[config.mk]
export PLATFORM = sky130hd
export DESIGN_NAME = l2_flush_engine_flat
export DESIGN_NICKNAME = d
export VERILOG_FILES = /design/src/rtl/l2_flush_engine_pkg.sv /design/src/rtl/l2_flush_engine_if.sv /design/src/rtl/l2_flush_engine_mask.sv /design/src/rtl/l2_flush_engine.sv /design/src/flat_wrapper.sv
export SDC_FILE = /design/constraint.sdc
export NUM_CORES = 1
export LEC_CHECK = 0
export ABC_AREA = 1
export ABC_CLOCK_PERIOD_IN_PS = 3010
export CELL_PAD_IN_SITES_DETAIL_PLACEMENT = 0
export CELL_PAD_IN_SITES_GLOBAL_PLACEMENT = 1
export CORE_ASPECT_RATIO = 1.4
export CORE_UTILIZATION = 38
export CTS_CLUSTER_SIZE = 24
export DETAILED_ROUTE_END_ITERATION = 16
export HOLD_SLACK_MARGIN = 0.06
export MAX_ROUTING_LAYER = met4
export PLACE_DENSITY_LB_ADDON = 0.1
export RECOVER_POWER = 25
export SLEW_MARGIN = 20
export SYNTH_ARGS = -nofsm -noshare
export SYNTH_HDL_FRONTEND = slang
export SYNTH_SLANG_ARGS = --single-unit
[constraint.sdc]
create_clock -name clk -period 3.01 [get_ports clk]
set_input_delay 0.301 -clock clk [delete_from_list [all_inputs] [get_ports clk]]
set_output_delay 0.301 -clock clk [all_outputs]
set_load 0.05 [all_outputs]
[src/rtl/l2_flush_engine_pkg.sv]
// Shared types for the L2 flush walker: per-word state encodings, FSM state enum,
// default geometry and a width helper.
package l2_flush_engine_pkg;

    localparam int L2_SETS_DEFAULT        = 512;
    localparam int L2_WAYS_DEFAULT        = 8;
    localparam int WORDS_PER_LINE_DEFAULT = 2;
    localparam int STATE_W_DEFAULT        = 2;

    localparam int ST_I = 0;
    localparam int ST_V = 1;
    localparam int ST_S = 2;
    localparam int ST_O = 3;

    typedef enum logic [2:0] {
        FL_IDLE,
        FL_READ,
        FL_EVAL,
        FL_SCAN,
        FL_DONE
    } l2_flush_state_t;

    // Index width that stays at least one bit for single-entry arrays.
    function automatic int clog2_min1(input int n);
        return (n > 1) ? $clog2(n) : 1;
    endfunction

endpackage

[src/rtl/l2_flush_engine_if.sv]
// Flush command, local-memory read/write and writeback request bundle of the L2 flush walker.
// valid/ready: a transfer happens in a cycle where both are 1; the sender holds its payload stable while valid=1 and ready=0.
interface l2_flush_engine_if
    import l2_flush_engine_pkg::*;
#(
    parameter int L2_SETS        = L2_SETS_DEFAULT,
    parameter int L2_WAYS        = L2_WAYS_DEFAULT,
    parameter int WORDS_PER_LINE = WORDS_PER_LINE_DEFAULT,
    parameter int STATE_W        = STATE_W_DEFAULT
);
    localparam int SET_W = clog2_min1(L2_SETS);
    localparam int WAY_W = clog2_min1(L2_WAYS);

    logic                                      flush_valid;
    logic                                      flush_ready;
    logic                                      flush_is_all;
    logic                                      lmem_rd_en;
    logic [SET_W-1:0]                          lmem_rd_set;
    logic [L2_WAYS*WORDS_PER_LINE*STATE_W-1:0] lmem_rd_state;
    logic                                      wb_valid;
    logic                                      wb_ready;
    logic [SET_W-1:0]                          wb_set;
    logic [WAY_W-1:0]                          wb_way;
    logic [WORDS_PER_LINE-1:0]                 wb_word_mask;
    logic                                      lmem_wr_en;
    logic [SET_W-1:0]                          lmem_wr_set;
    logic [WAY_W-1:0]                          lmem_wr_way;
    logic [WORDS_PER_LINE-1:0]                 lmem_wr_word_mask;

    modport master (
        input  flush_valid, flush_is_all, lmem_rd_state, wb_ready,
        output flush_ready, lmem_rd_en, lmem_rd_set, wb_valid, wb_set, wb_way,
               wb_word_mask, lmem_wr_en, lmem_wr_set, lmem_wr_way, lmem_wr_word_mask
    );

    modport slave (
        output flush_valid, flush_is_all, lmem_rd_state, wb_ready,
        input  flush_ready, lmem_rd_en, lmem_rd_set, wb_valid, wb_set, wb_way,
               wb_word_mask, lmem_wr_en, lmem_wr_set, lmem_wr_way, lmem_wr_word_mask
    );

endinterface

[src/rtl/l2_flush_engine_mask.sv]
// l2_flush_mask: per-way owned-word and invalidate-word masks for the flush walker.
module l2_flush_mask
    import l2_flush_engine_pkg::*;
#(
    parameter int WORDS_PER_LINE = WORDS_PER_LINE_DEFAULT,
    parameter int STATE_W        = STATE_W_DEFAULT
) (
    input  logic [WORDS_PER_LINE*STATE_W-1:0] way_state,
    input  logic                              mode_all,
    output logic [WORDS_PER_LINE-1:0]         own_mask,
    output logic [WORDS_PER_LINE-1:0]         inv_mask
);

    always_comb begin
        own_mask = '0;
        inv_mask = '0;
        for (int w = 0; w < WORDS_PER_LINE; w++) begin
            own_mask[w] = (way_state[w*STATE_W +: STATE_W] == STATE_W'(ST_O));
            inv_mask[w] = mode_all ? (way_state[w*STATE_W +: STATE_W] != STATE_W'(ST_I))
                                   : (way_state[w*STATE_W +: STATE_W] == STATE_W'(ST_O));
        end
    end

endmodule

[src/rtl/l2_flush_engine.sv]
// L2 flush walker: visits every set/way, writes back owned words and invalidates per flush mode.
// Optional L2_FLUSH_STATS_EN adds saturating writeback and stall counters.
module l2_flush_engine
    import l2_flush_engine_pkg::*;
#(
    parameter int   L2_SETS        = L2_SETS_DEFAULT,
    parameter int   L2_WAYS        = L2_WAYS_DEFAULT,
    parameter int   WORDS_PER_LINE = WORDS_PER_LINE_DEFAULT,
    parameter int   STATE_W        = STATE_W_DEFAULT,
    localparam int  SET_W          = clog2_min1(L2_SETS),
    localparam int  WAY_W          = clog2_min1(L2_WAYS)
) (
    input  logic            clk,
    input  logic            rst,
    input  logic            stall_in,
    l2_flush_engine_if.master bus,
    output logic            busy,
    output logic            flush_done,
    output l2_flush_state_t dbg_state
`ifdef L2_FLUSH_STATS_EN
    ,
    output logic [15:0]     stat_wb_cnt,
    output logic [15:0]     stat_stall_cnt
`endif
);

    localparam int LINE_W = WORDS_PER_LINE * STATE_W;
    localparam int ALL_W  = L2_WAYS * LINE_W;

    l2_flush_state_t           state_q, state_d;
    logic [SET_W:0]            set_q, set_d;
    logic [WAY_W:0]            way_q, way_d;
    logic                      mode_q, mode_d;
    logic [ALL_W-1:0]          buf_q, buf_d;
    logic [LINE_W-1:0]         cur_line;
    logic [WORDS_PER_LINE-1:0] own_mask, inv_mask;
    logic                      last_way, last_set, advance;
    logic                      rd_en, wb_valid, wr_en;

    assign cur_line = buf_q[int'(way_q[WAY_W-1:0])*LINE_W +: LINE_W];
    assign last_way = (way_q == (WAY_W+1)'(L2_WAYS - 1));
    // Counter is one bit wider than the index so the compare works for any set count.
    assign last_set = ((set_q + 1'b1) == (SET_W+1)'(L2_SETS));

    l2_flush_mask #(
        .WORDS_PER_LINE (WORDS_PER_LINE),
        .STATE_W        (STATE_W)
    ) u_mask (
        .way_state (cur_line),
        .mode_all  (mode_q),
        .own_mask  (own_mask),
        .inv_mask  (inv_mask)
    );

    always_comb begin
        state_d  = state_q;
        set_d    = set_q;
        way_d    = way_q;
        mode_d   = mode_q;
        buf_d    = buf_q;
        rd_en    = 1'b0;
        wb_valid = 1'b0;
        wr_en    = 1'b0;
        advance  = 1'b0;
        case (state_q)
            FL_IDLE: begin
                if (bus.flush_valid) begin
                    mode_d  = bus.flush_is_all;
                    set_d   = '0;
                    way_d   = '0;
                    state_d = FL_READ;
                end
            end
            FL_READ: begin
                if (!stall_in) begin
                    rd_en   = 1'b1;
                    state_d = FL_EVAL;
                end
            end
            FL_EVAL: begin
                buf_d   = bus.lmem_rd_state;
                way_d   = '0;
                state_d = FL_SCAN;
            end
            FL_SCAN: begin
                // Owned words go out as a writeback; the invalidate write rides the same handshake cycle.
                if (|own_mask) begin
                    wb_valid = 1'b1;
                    if (bus.wb_ready) begin
                        wr_en   = 1'b1;
                        advance = 1'b1;
                    end
                end else begin
                    wr_en   = |inv_mask;
                    advance = 1'b1;
                end
                if (advance) begin
                    if (!last_way) begin
                        way_d = way_q + 1'b1;
                    end else if (last_set) begin
                        state_d = FL_DONE;
                    end else begin
                        set_d   = set_q + 1'b1;
                        way_d   = '0;
                        state_d = FL_READ;
                    end
                end
            end
            FL_DONE: state_d = FL_IDLE;
            default: state_d = FL_IDLE;
        endcase
    end

    always_ff @(posedge clk or negedge rst) begin
        if (!rst) begin
            state_q <= FL_IDLE;
            set_q   <= '0;
            way_q   <= '0;
            mode_q  <= 1'b0;
            buf_q   <= '0;
        end else begin
            state_q <= state_d;
            set_q   <= set_d;
            way_q   <= way_d;
            mode_q  <= mode_d;
            buf_q   <= buf_d;
        end
    end

    assign bus.flush_ready       = (state_q == FL_IDLE);
    assign bus.lmem_rd_en        = rd_en;
    assign bus.lmem_rd_set       = set_q[SET_W-1:0];
    assign bus.wb_valid          = wb_valid;
    assign bus.wb_set            = set_q[SET_W-1:0];
    assign bus.wb_way            = way_q[WAY_W-1:0];
    assign bus.wb_word_mask      = own_mask;
    assign bus.lmem_wr_en        = wr_en;
    assign bus.lmem_wr_set       = set_q[SET_W-1:0];
    assign bus.lmem_wr_way       = way_q[WAY_W-1:0];
    assign bus.lmem_wr_word_mask = inv_mask;
    assign busy                  = (state_q != FL_IDLE);
    assign flush_done            = (state_q == FL_DONE);
    assign dbg_state             = state_q;

`ifdef L2_FLUSH_STATS_EN
    logic [15:0] wb_cnt_q, wb_cnt_d, stall_cnt_q, stall_cnt_d;

    always_comb begin
        wb_cnt_d    = wb_cnt_q;
        stall_cnt_d = stall_cnt_q;
        if (state_q == FL_IDLE && bus.flush_valid) begin
            wb_cnt_d    = '0;
            stall_cnt_d = '0;
        end else begin
            if (wb_valid && bus.wb_ready && wb_cnt_q != '1)
                wb_cnt_d = wb_cnt_q + 1'b1;
            if (((state_q == FL_READ && stall_in) || (wb_valid && !bus.wb_ready))
                && stall_cnt_q != '1)
                stall_cnt_d = stall_cnt_q + 1'b1;
        end
    end

    always_ff @(posedge clk or negedge rst) begin
        if (!rst) begin
            wb_cnt_q    <= '0;
            stall_cnt_q <= '0;
        end else begin
            wb_cnt_q    <= wb_cnt_d;
            stall_cnt_q <= stall_cnt_d;
        end
    end

    assign stat_wb_cnt    = wb_cnt_q;
    assign stat_stall_cnt = stall_cnt_q;
`endif

endmodule

[src/flat_wrapper.sv]
// flat-port wrapper written by rule: the top's interface ports become plain ports
module l2_flush_engine_flat import l2_flush_engine_pkg::*;
#(
    parameter int   L2_SETS        = L2_SETS_DEFAULT,
    parameter int   L2_WAYS        = L2_WAYS_DEFAULT,
    parameter int   WORDS_PER_LINE = WORDS_PER_LINE_DEFAULT,
    parameter int   STATE_W        = STATE_W_DEFAULT,
    localparam int  SET_W          = clog2_min1(L2_SETS),
    localparam int  WAY_W          = clog2_min1(L2_WAYS)
)
  (clk, rst, stall_in, busy, flush_done, dbg_state, bus_flush_valid, bus_flush_is_all, bus_lmem_rd_state, bus_wb_ready, bus_flush_ready, bus_lmem_rd_en, bus_lmem_rd_set, bus_wb_valid, bus_wb_set, bus_wb_way, bus_wb_word_mask, bus_lmem_wr_en, bus_lmem_wr_set, bus_lmem_wr_way, bus_lmem_wr_word_mask);
  l2_flush_engine_if #(.L2_SETS(L2_SETS), .L2_WAYS(L2_WAYS), .WORDS_PER_LINE(WORDS_PER_LINE), .STATE_W(STATE_W)) bus_i ();
  input  logic clk;
  input  logic rst;
  input  logic stall_in;
  output logic busy;
  output logic flush_done;
  output l2_flush_state_t dbg_state;
  input wire logic [$bits(bus_i.flush_valid)-1:0] bus_flush_valid;
  input wire logic [$bits(bus_i.flush_is_all)-1:0] bus_flush_is_all;
  input wire logic [$bits(bus_i.lmem_rd_state)-1:0] bus_lmem_rd_state;
  input wire logic [$bits(bus_i.wb_ready)-1:0] bus_wb_ready;
  output wire logic [$bits(bus_i.flush_ready)-1:0] bus_flush_ready;
  output wire logic [$bits(bus_i.lmem_rd_en)-1:0] bus_lmem_rd_en;
  output wire logic [$bits(bus_i.lmem_rd_set)-1:0] bus_lmem_rd_set;
  output wire logic [$bits(bus_i.wb_valid)-1:0] bus_wb_valid;
  output wire logic [$bits(bus_i.wb_set)-1:0] bus_wb_set;
  output wire logic [$bits(bus_i.wb_way)-1:0] bus_wb_way;
  output wire logic [$bits(bus_i.wb_word_mask)-1:0] bus_wb_word_mask;
  output wire logic [$bits(bus_i.lmem_wr_en)-1:0] bus_lmem_wr_en;
  output wire logic [$bits(bus_i.lmem_wr_set)-1:0] bus_lmem_wr_set;
  output wire logic [$bits(bus_i.lmem_wr_way)-1:0] bus_lmem_wr_way;
  output wire logic [$bits(bus_i.lmem_wr_word_mask)-1:0] bus_lmem_wr_word_mask;
  assign bus_i.flush_valid = bus_flush_valid;
  assign bus_i.flush_is_all = bus_flush_is_all;
  assign bus_i.lmem_rd_state = bus_lmem_rd_state;
  assign bus_i.wb_ready = bus_wb_ready;
  assign bus_flush_ready = bus_i.flush_ready;
  assign bus_lmem_rd_en = bus_i.lmem_rd_en;
  assign bus_lmem_rd_set = bus_i.lmem_rd_set;
  assign bus_wb_valid = bus_i.wb_valid;
  assign bus_wb_set = bus_i.wb_set;
  assign bus_wb_way = bus_i.wb_way;
  assign bus_wb_word_mask = bus_i.wb_word_mask;
  assign bus_lmem_wr_en = bus_i.lmem_wr_en;
  assign bus_lmem_wr_set = bus_i.lmem_wr_set;
  assign bus_lmem_wr_way = bus_i.lmem_wr_way;
  assign bus_lmem_wr_word_mask = bus_i.lmem_wr_word_mask;
  l2_flush_engine #(.L2_SETS(L2_SETS), .L2_WAYS(L2_WAYS), .WORDS_PER_LINE(WORDS_PER_LINE), .STATE_W(STATE_W)) u_core (.clk(clk), .rst(rst), .stall_in(stall_in), .bus(bus_i), .busy(busy), .flush_done(flush_done), .dbg_state(dbg_state));
endmodule
==> metrics.txt, run 1 <==
IO Pins 84; slew of the pin with the lowest slew margin 1200 ps; most frequent cells in the layout nand2_1 (112), clkdlybuf4s50_1 (76), nor2_1 (64), inv_1 (61), dfrtp_1 (50); Hold WC Path Type reg -> reg; Synth Instances 453; Clock transition at path regs 70 ps; ant diodes 0; grt ovf 0; RSZ-0062 raised after global routing no; outcome complete, no violations; setup TNS 0 ps; Simple-Gate Fraction of Synth Area 32.1%; leading area contributor after synthesis dfrtp_1; Syn-to-layout area delta 26.4%; pre-CTS setup slack 650 ps; Max Cap Violations 0; Routed Antenna Nets 0; layout cells sized above 1 11.3%; chip width 80.2 um; Syn Area/Cell 7.18 um^2; Leak 1.99 nW; fin. max-slew vios 0; DRT iter0 DRCs 133; PD cells 1100 mW/mm^2; maximum clock frequency 379 MHz; Post-Syn Area 0.00325 mm^2; xor and xnor area share after synthesis 0.269%; Yosys reg bits 50; Synth Area in Compound Gates 10.1%; clock sinks 50; CP Launch Type flop; routability cong. 0.819; final setup skew 6.90 ps; Yosys Warn Count 0; CP arrival 2340 ps; post-layout minimum cycle time 2640 ps; M3 GR Usage 2.30%; final net count 542; drt via density 4.72; Synth top area share 38.5%; gr busiest metal met2; Worst Path Required 2710 ps; share of flip-flops with an asynchronous set or reset 100%; critical path class reg -> out; most common cell after layout, fill and taps aside nand2_1; root buffer cell clkbuf_16; Seq/Total Area, Yosys 38.5%; row count 39; Setup WS post-layout 370 ps; # setup viols final 0; mux contribution to synthesized area 0.346%; IO Port Bufs 83; hpwl dp 5850 um; Inst Count DP 596; Layout Cells excl Fill 605; largest net degree at the start of global routing 35; drt first pass iters 4; final hold vios 0; Max-slew headroom 20.2%; syn_nets 493; aggregate routed wire length 7680 um; Adder-Cell Fraction of Synth Area 0.769%; Design Power 4.52 mW; Post-synth EDFFs 0; Residual DRC 0; VDD IR max 0.676 mV; met2 usage 34.4%; wire per inst 12.7 um; period utilization 87.7%; initial core utilization 39.4%; fill cell total of the finished layout 859; placed cell areas 0.00391 mm^2; vias in the first global route 2,889; CTS tree yes; top post-synthesis cells by area dfrtp_1 (38%), nand2_1 (13%), buf_4 (8.3%), nor2_1 (7.4%), inv_1 (7.0%); Die Y 111 um; Main synth FF type dfrtp_1; Max clock buf depth 2; Vias 2,855; Post-CTS Resized 0; worst-path fanout max 15; CTS Buf Count 5; main combinational cell family by area after synthesis simple AND/OR/NAND/NOR gates; full die area 0.00894 mm^2; cell area after layout 0.00411 mm^2; H-tree levels 2; global-route usage over all layers 19.2%; antenna violations before repair 0; Skew-Pair Late Insertion Delay 290 ps; global-route met1 utilization 21.4%; Worst Setup End Kind output pin; global-route wire length before repair 13,200 um; Core ar. 0.00825 mm^2; post-synth cell types 29
synthesized netlist by cell type (all sizes together) (5+ instances only):
cell type  instances
clkbuf             7
dfrtp             50
o21bai            10
a21oi             37
o21ai              5
nor2              70
nand2            125
buf               40
nand3             30
inv               64
nand4              7
power breakdown:
part | switching (mW) | internal, mW | total (mW)
Clock | 0.254 | 0.478 | 0.732
Sequential | 0.160 | 0.932 | 1.09
Combinational | 1.85 | 0.849 | 2.70
Total | 2.26 | 2.26 | 4.52
registers in the layout (all words and copies together), names as in the netlist:
name / cells
u_core.mode_q: 1
u_core.set_q: 10
u_core.buf_q: 32
u_core.dbg_state: 3
u_core.way_q: 4
layout make-up:
cell class / count / area [um^2] / share of cell area, %
Tap cell: 102 / 128 / 3.10
Clock inverter: 3 / 68.8 / 1.67
Timing Repair Buffer: 89 / 880 / 21.4
Inverter: 64 / 240 / 5.84
Sequential cell: 50 / 1250 / 30.4
Clock buffer: 5 / 125 / 3.04
Multi-Input combinational cell: 292 / 1420 / 34.5
worst max-delay path: stages, from the launching register on:
cell and delay (ps):
dfrtp_1 700, inv_1 300, nand3_1 160, nand2_1 90, nand2_1 60, nand2_1 80
nand2_2 120, nand2_4 70, inv_1 70, o21ai_0 70, nor2_1 180, buf_12 160
routing by layer:
layer | wire length (um) | vias to the layer above
met5 | 0 | -
met4 | 153 | 0
met3 | 259 | 12
met2 | 4040 | 55
met1 | 3230 | 1322
li1 | - | 1466
repair_timing:
action	in CTS	in global routing
endpoints found under the hold margin	21	0
setup buffers	0	0
hold buffers	1	0
setup endpoints to repair	0	0
path summary, 6_finish.rpt:
kind                             startpoint                   to  slack (ps)  depth (start not counted)
setup / recovery            u_core.way_q[1]       bus_lmem_wr_en         370                         11
hold / removal             u_core.buf_q[25]     u_core.buf_q[25]         510                          2
setup reg to reg            u_core.way_q[1]      u_core.set_q[3]         680                         12
hold reg to reg            u_core.buf_q[25]     u_core.buf_q[25]         510                          2
max in group asynchronous               rst  u_core.dbg_state[2]         850                          3
min in group asynchronous               rst      u_core.buf_q[9]         770                          2
metrics by stage:
stage | util [%] | hold slack [ps]
2_1_floorplan | - | 5.41
3_3_place_gp | 47.4 | 298
3_5_place_dp | 47.4 | 295
4_1_cts | 49.9 | 518
5_1_grt | 49.9 | 541
6_report | 49.9 | 514
kinds of logic (layout without fill, tap and decap cells):
kind of cell | count (synthesis) | after routing
AO/OA/AOI/OAI | 53 | 53
XOR/XNOR | 1 | 1
adder cells (fa/ha/maj) | 2 | 2
buffers and inverters | 111 | 161
flip-flops | 50 | 50
multiplexers | 1 | 1
AND/OR/NAND/NOR | 235 | 235
Power figures use the tool's default switching activity.
==> run 2, diff against run 1 <==
GPL_ROUTABILITY_DRIVEN = 0   (was default)
==> results of run 2 <==
The final DEF is identical to that of run 1; final timing and power are the same.
==> run 3, diff against run 2 <==
ABC_AREA = default   (was 1)
ABC_CLOCK_PERIOD_IN_PS = 3000   (was 3010)
CORE_UTILIZATION = 37   (was 38)
TNS_END_PERCENT = 30   (was default)
clock period = 3 ns   (was 3.01 ns; I/O delays follow)
==> run 3 against run 2 <==
Effect of this change: worst hold slack worse by 5.8 ps; synthesized area down 9.0%; die area down 6.4%; flip-flop and latch count unchanged; register-to-register slack worse by 230 ps; clock power down 34%; largest cell class unchanged.
==> metrics.txt, run 3 <==
Comb power frac 62.8% (+3.1 points); Core ar. 0.00775 mm^2 (-6.0%); P_int 2.33 mW (+3.2%); row count 38 (-2.6%); CTS Buf Count 5 (unchanged); Die Y 108 um (-3.3%); vias in the first global route 2,335 (-19%); Yosys reg bits 50 (unchanged); top-count cell post-synth dfrtp_1; VDD IR max 1.30 mV (+92%); largest net degree at the start of global routing 33 (-5.7%); fin. max-slew vios 0 (unchanged); Hold Path End u_core.buf_q[12]; R2R depth 7 (-5); Biggest register u_core.buf_q; outcome complete, no violations; clock sinks 50 (unchanged); hpwl dp 5100 um (-13%); layout cells sized above 1 24.7% (+13 points); Post-synth EDFFs 0 (unchanged); share of flip-flops with an asynchronous set or reset 100% (unchanged); sequential power share 26.2% (+2.1 points); Reg-to-Reg End u_core.set_q[8]; final core occ 48.8% (-1.1 points); Worst Setup End Kind output pin; Setup WS post-layout 193 ps (-177 ps); Routed Antenna Nets 0 (unchanged); post-layout minimum cycle time 2810 ps; Psw 2.07 mW (-8.3%); H-tree levels 2 (unchanged); full die area 0.00836 mm^2 (-6.4%); CP most frequent cell buf_4; post-synth cell types 49 (+69%); Post-Syn Area 0.00296 mm^2 (-9.0%); Max Cap Violations 0 (unchanged); slowest CP cell mux4_2; hold path cells 1 (-1); CP arrival 2510 ps (+170 ps); fill cell total of the finished layout 729 (-15%); Leak 1.52 nW (-24%); root buffer cell clkbuf_8; Clock transition at path regs 100 ps (+30 ps); maximum clock frequency 356 MHz; syn_nets 307 (-38%); # setup viols final 0 (unchanged); Vias 2,265 (-21%); Yosys Warn Count 0 (unchanged); CP max stage delay 560 ps (-140 ps); top post-synthesis cells by area dfrtp_1 (42%), mux2_2 (13%), buf_4 (8.4%), mux4_2 (6.1%), nor2_1 (2.4%); Hold WC Path Type reg -> reg; IO Port Bufs 83 (unchanged); leading area contributor after synthesis dfrtp_1; final hold vios 0 (unchanged); Residual DRC 0 (unchanged); CTS tree yes; Commonest cells post-synth dfrtp_1 (50), mux2_2 (34), buf_4 (33), nor2_1 (19), nand2_1 (15); period utilization 93.6%; most common cell after layout, fill and taps aside clkdlybuf4s50_1; Hold Crit Start u_core.buf_q[12]; Worst Path Required 2700 ps (about the same); aggregate routed wire length 6860 um (-11%); grt ovf 0 (unchanged); PD cells 1160 mW/mm^2 (+6.0%); global-route wire length before repair 11,500 um (-12%); setup TNS 0 ps (unchanged); final net count 359 (-34%); ant diodes 0 (unchanged); clock share of power 11.0% (-5.2 points); drt first pass iters 4 (unchanged); final hold slack 509 ps (-5.84 ps); slew of the pin with the lowest slew margin 1470 ps (+275 ps); most frequent cells in the layout clkdlybuf4s50_1 (76), dfrtp_1 (50), mux2_2 (34), nor2_1 (17), nand2_1 (15); drt via density 5.39 (+14%); Seq/Total Area, Yosys 42.3% (+3.8 points); IO Pins 84 (unchanged); antenna violations before repair 0 (unchanged); Synth Instances 267 (-41%); max reg flops 32 (unchanged); Syn-to-layout area delta 27.7%; wire per inst 16.3 um (+29%); initial core utilization 38.2% (-1.3 points); Main synth FF type dfrtp_1; Design Power 4.40 mW (-2.6%); CP Launch Type flop; Max clock buf depth 2 (unchanged); RSZ-0062 raised after global routing no; Max-slew headroom 1.91% (-18 points); Syn Area/Cell 11.1 um^2 (+54%); pre-CTS setup slack 438 ps (-212 ps); Critical Path, Cell by Cell buf_4 -> mux4_2 -> mux2i_2 -> nor2_2 -> nor2_1 -> a21oi_2 -> o221a_2 -> buf_4; Skew-Pair Late Insertion Delay 300 ps (about the same); switching share of power 47.1% (-3.0 points); DRT iter0 DRCs 64 (-52%); global-route usage over all layers 18.2% (-0.94 points); final setup skew 4.89 ps (-2.01 ps); worst r2r src u_core.way_q[0]; chip width 77.6 um (-3.3%); critical path class reg -> out; Regs by FF count u_core.buf_q x32, u_core.set_q x10, u_core.way_q x4; Synth top area share 42.3% (+3.8 points); worst-path fanout max 13 (-2); r2r setup slk 450 ps (-230 ps)
[run 3: layout make-up]
class	instances	area, um^2	share of cell area (%)
inverter	4	15.0	0.397
sequential	50	1250	33.1
multi-input combinational	166	1400	37.0
clock inverter	3	43.8	1.16
tap	100	125	3.31
clock buffer	5	68.8	1.82
timing repair buffer	92	877	23.2
[run 3: logic make-up after synthesis]
kind of cell,count (synthesis),share of synthesized area [%]
xor gates and xnor gates,1,0.296
muxes,47,21.8
and+or+nand+nor,72,12.3
AOI/OAI and AO/OA,44,11.4
DFF,50,42.3
buffers and inverters,51,11.0
adders and majority gates,2,0.846
[run 3: metrics by stage]
| stage | instances | instance area [um^2] |
|---|---|---|
| final | 420 | 3780 |
| after global routing | 420 | 3780 |
| after CTS | 420 | 3780 |
| after detailed placement | 411 | 3660 |
| after global placement | 411 | 3660 |
| after floorplan | 267 | 2970 |
[run 3: repair_timing]
action,CTS,global route
endpoints found under the hold margin,25,0
resized for setup,0,0
buffers inserted,0,0
hold buffers,1,0
[run 3: layer usage]
layer,vias to the layer above,global-route usage [%],share of wire [%]
met2,71,33.1,55
met5,-,-,0
met1,1133,20.7,41
met3,6,2.20,3.3
met4,0,5.93,1.1
li1,1055,-,-
[run 3: power by group through the flow]
| stage | Combinational [mW] | Clock [mW] | Sequential, mW |
|---|---|---|---|
| CTS | 2.79 | 0.505 | 1.16 |
| global placement | 2.77 | 0 | 1.16 |
| finish | 2.77 | 0.486 | 1.15 |
| global route | 2.94 | 0.527 | 1.20 |
| detailed placement | 2.78 | 0 | 1.17 |
| floorplan | 2.14 | 0 | 1.13 |
[run 3: worst max path at each step]
stage / start / end / cells after the start
2_1_floorplan: u_core.way_q[1] / bus_lmem_wr_en / 7
3_3_place_gp: u_core.way_q[1] / u_core.set_q[9] / 6
3_5_place_dp: u_core.way_q[1] / u_core.set_q[8] / 6
4_1_cts: u_core.way_q[0] / bus_lmem_wr_en / 8
5_1_grt: u_core.way_q[0] / bus_lmem_wr_en / 8
6_report: u_core.way_q[0] / bus_lmem_wr_en / 8
[run 3: worst max-delay path: cells and delay by family (launching register included)]
family          cells  cell delay (ps)
compound gates      2              350
simple gates        2              200
flops               1              360
buf+inv             2              440
mux                 2              830
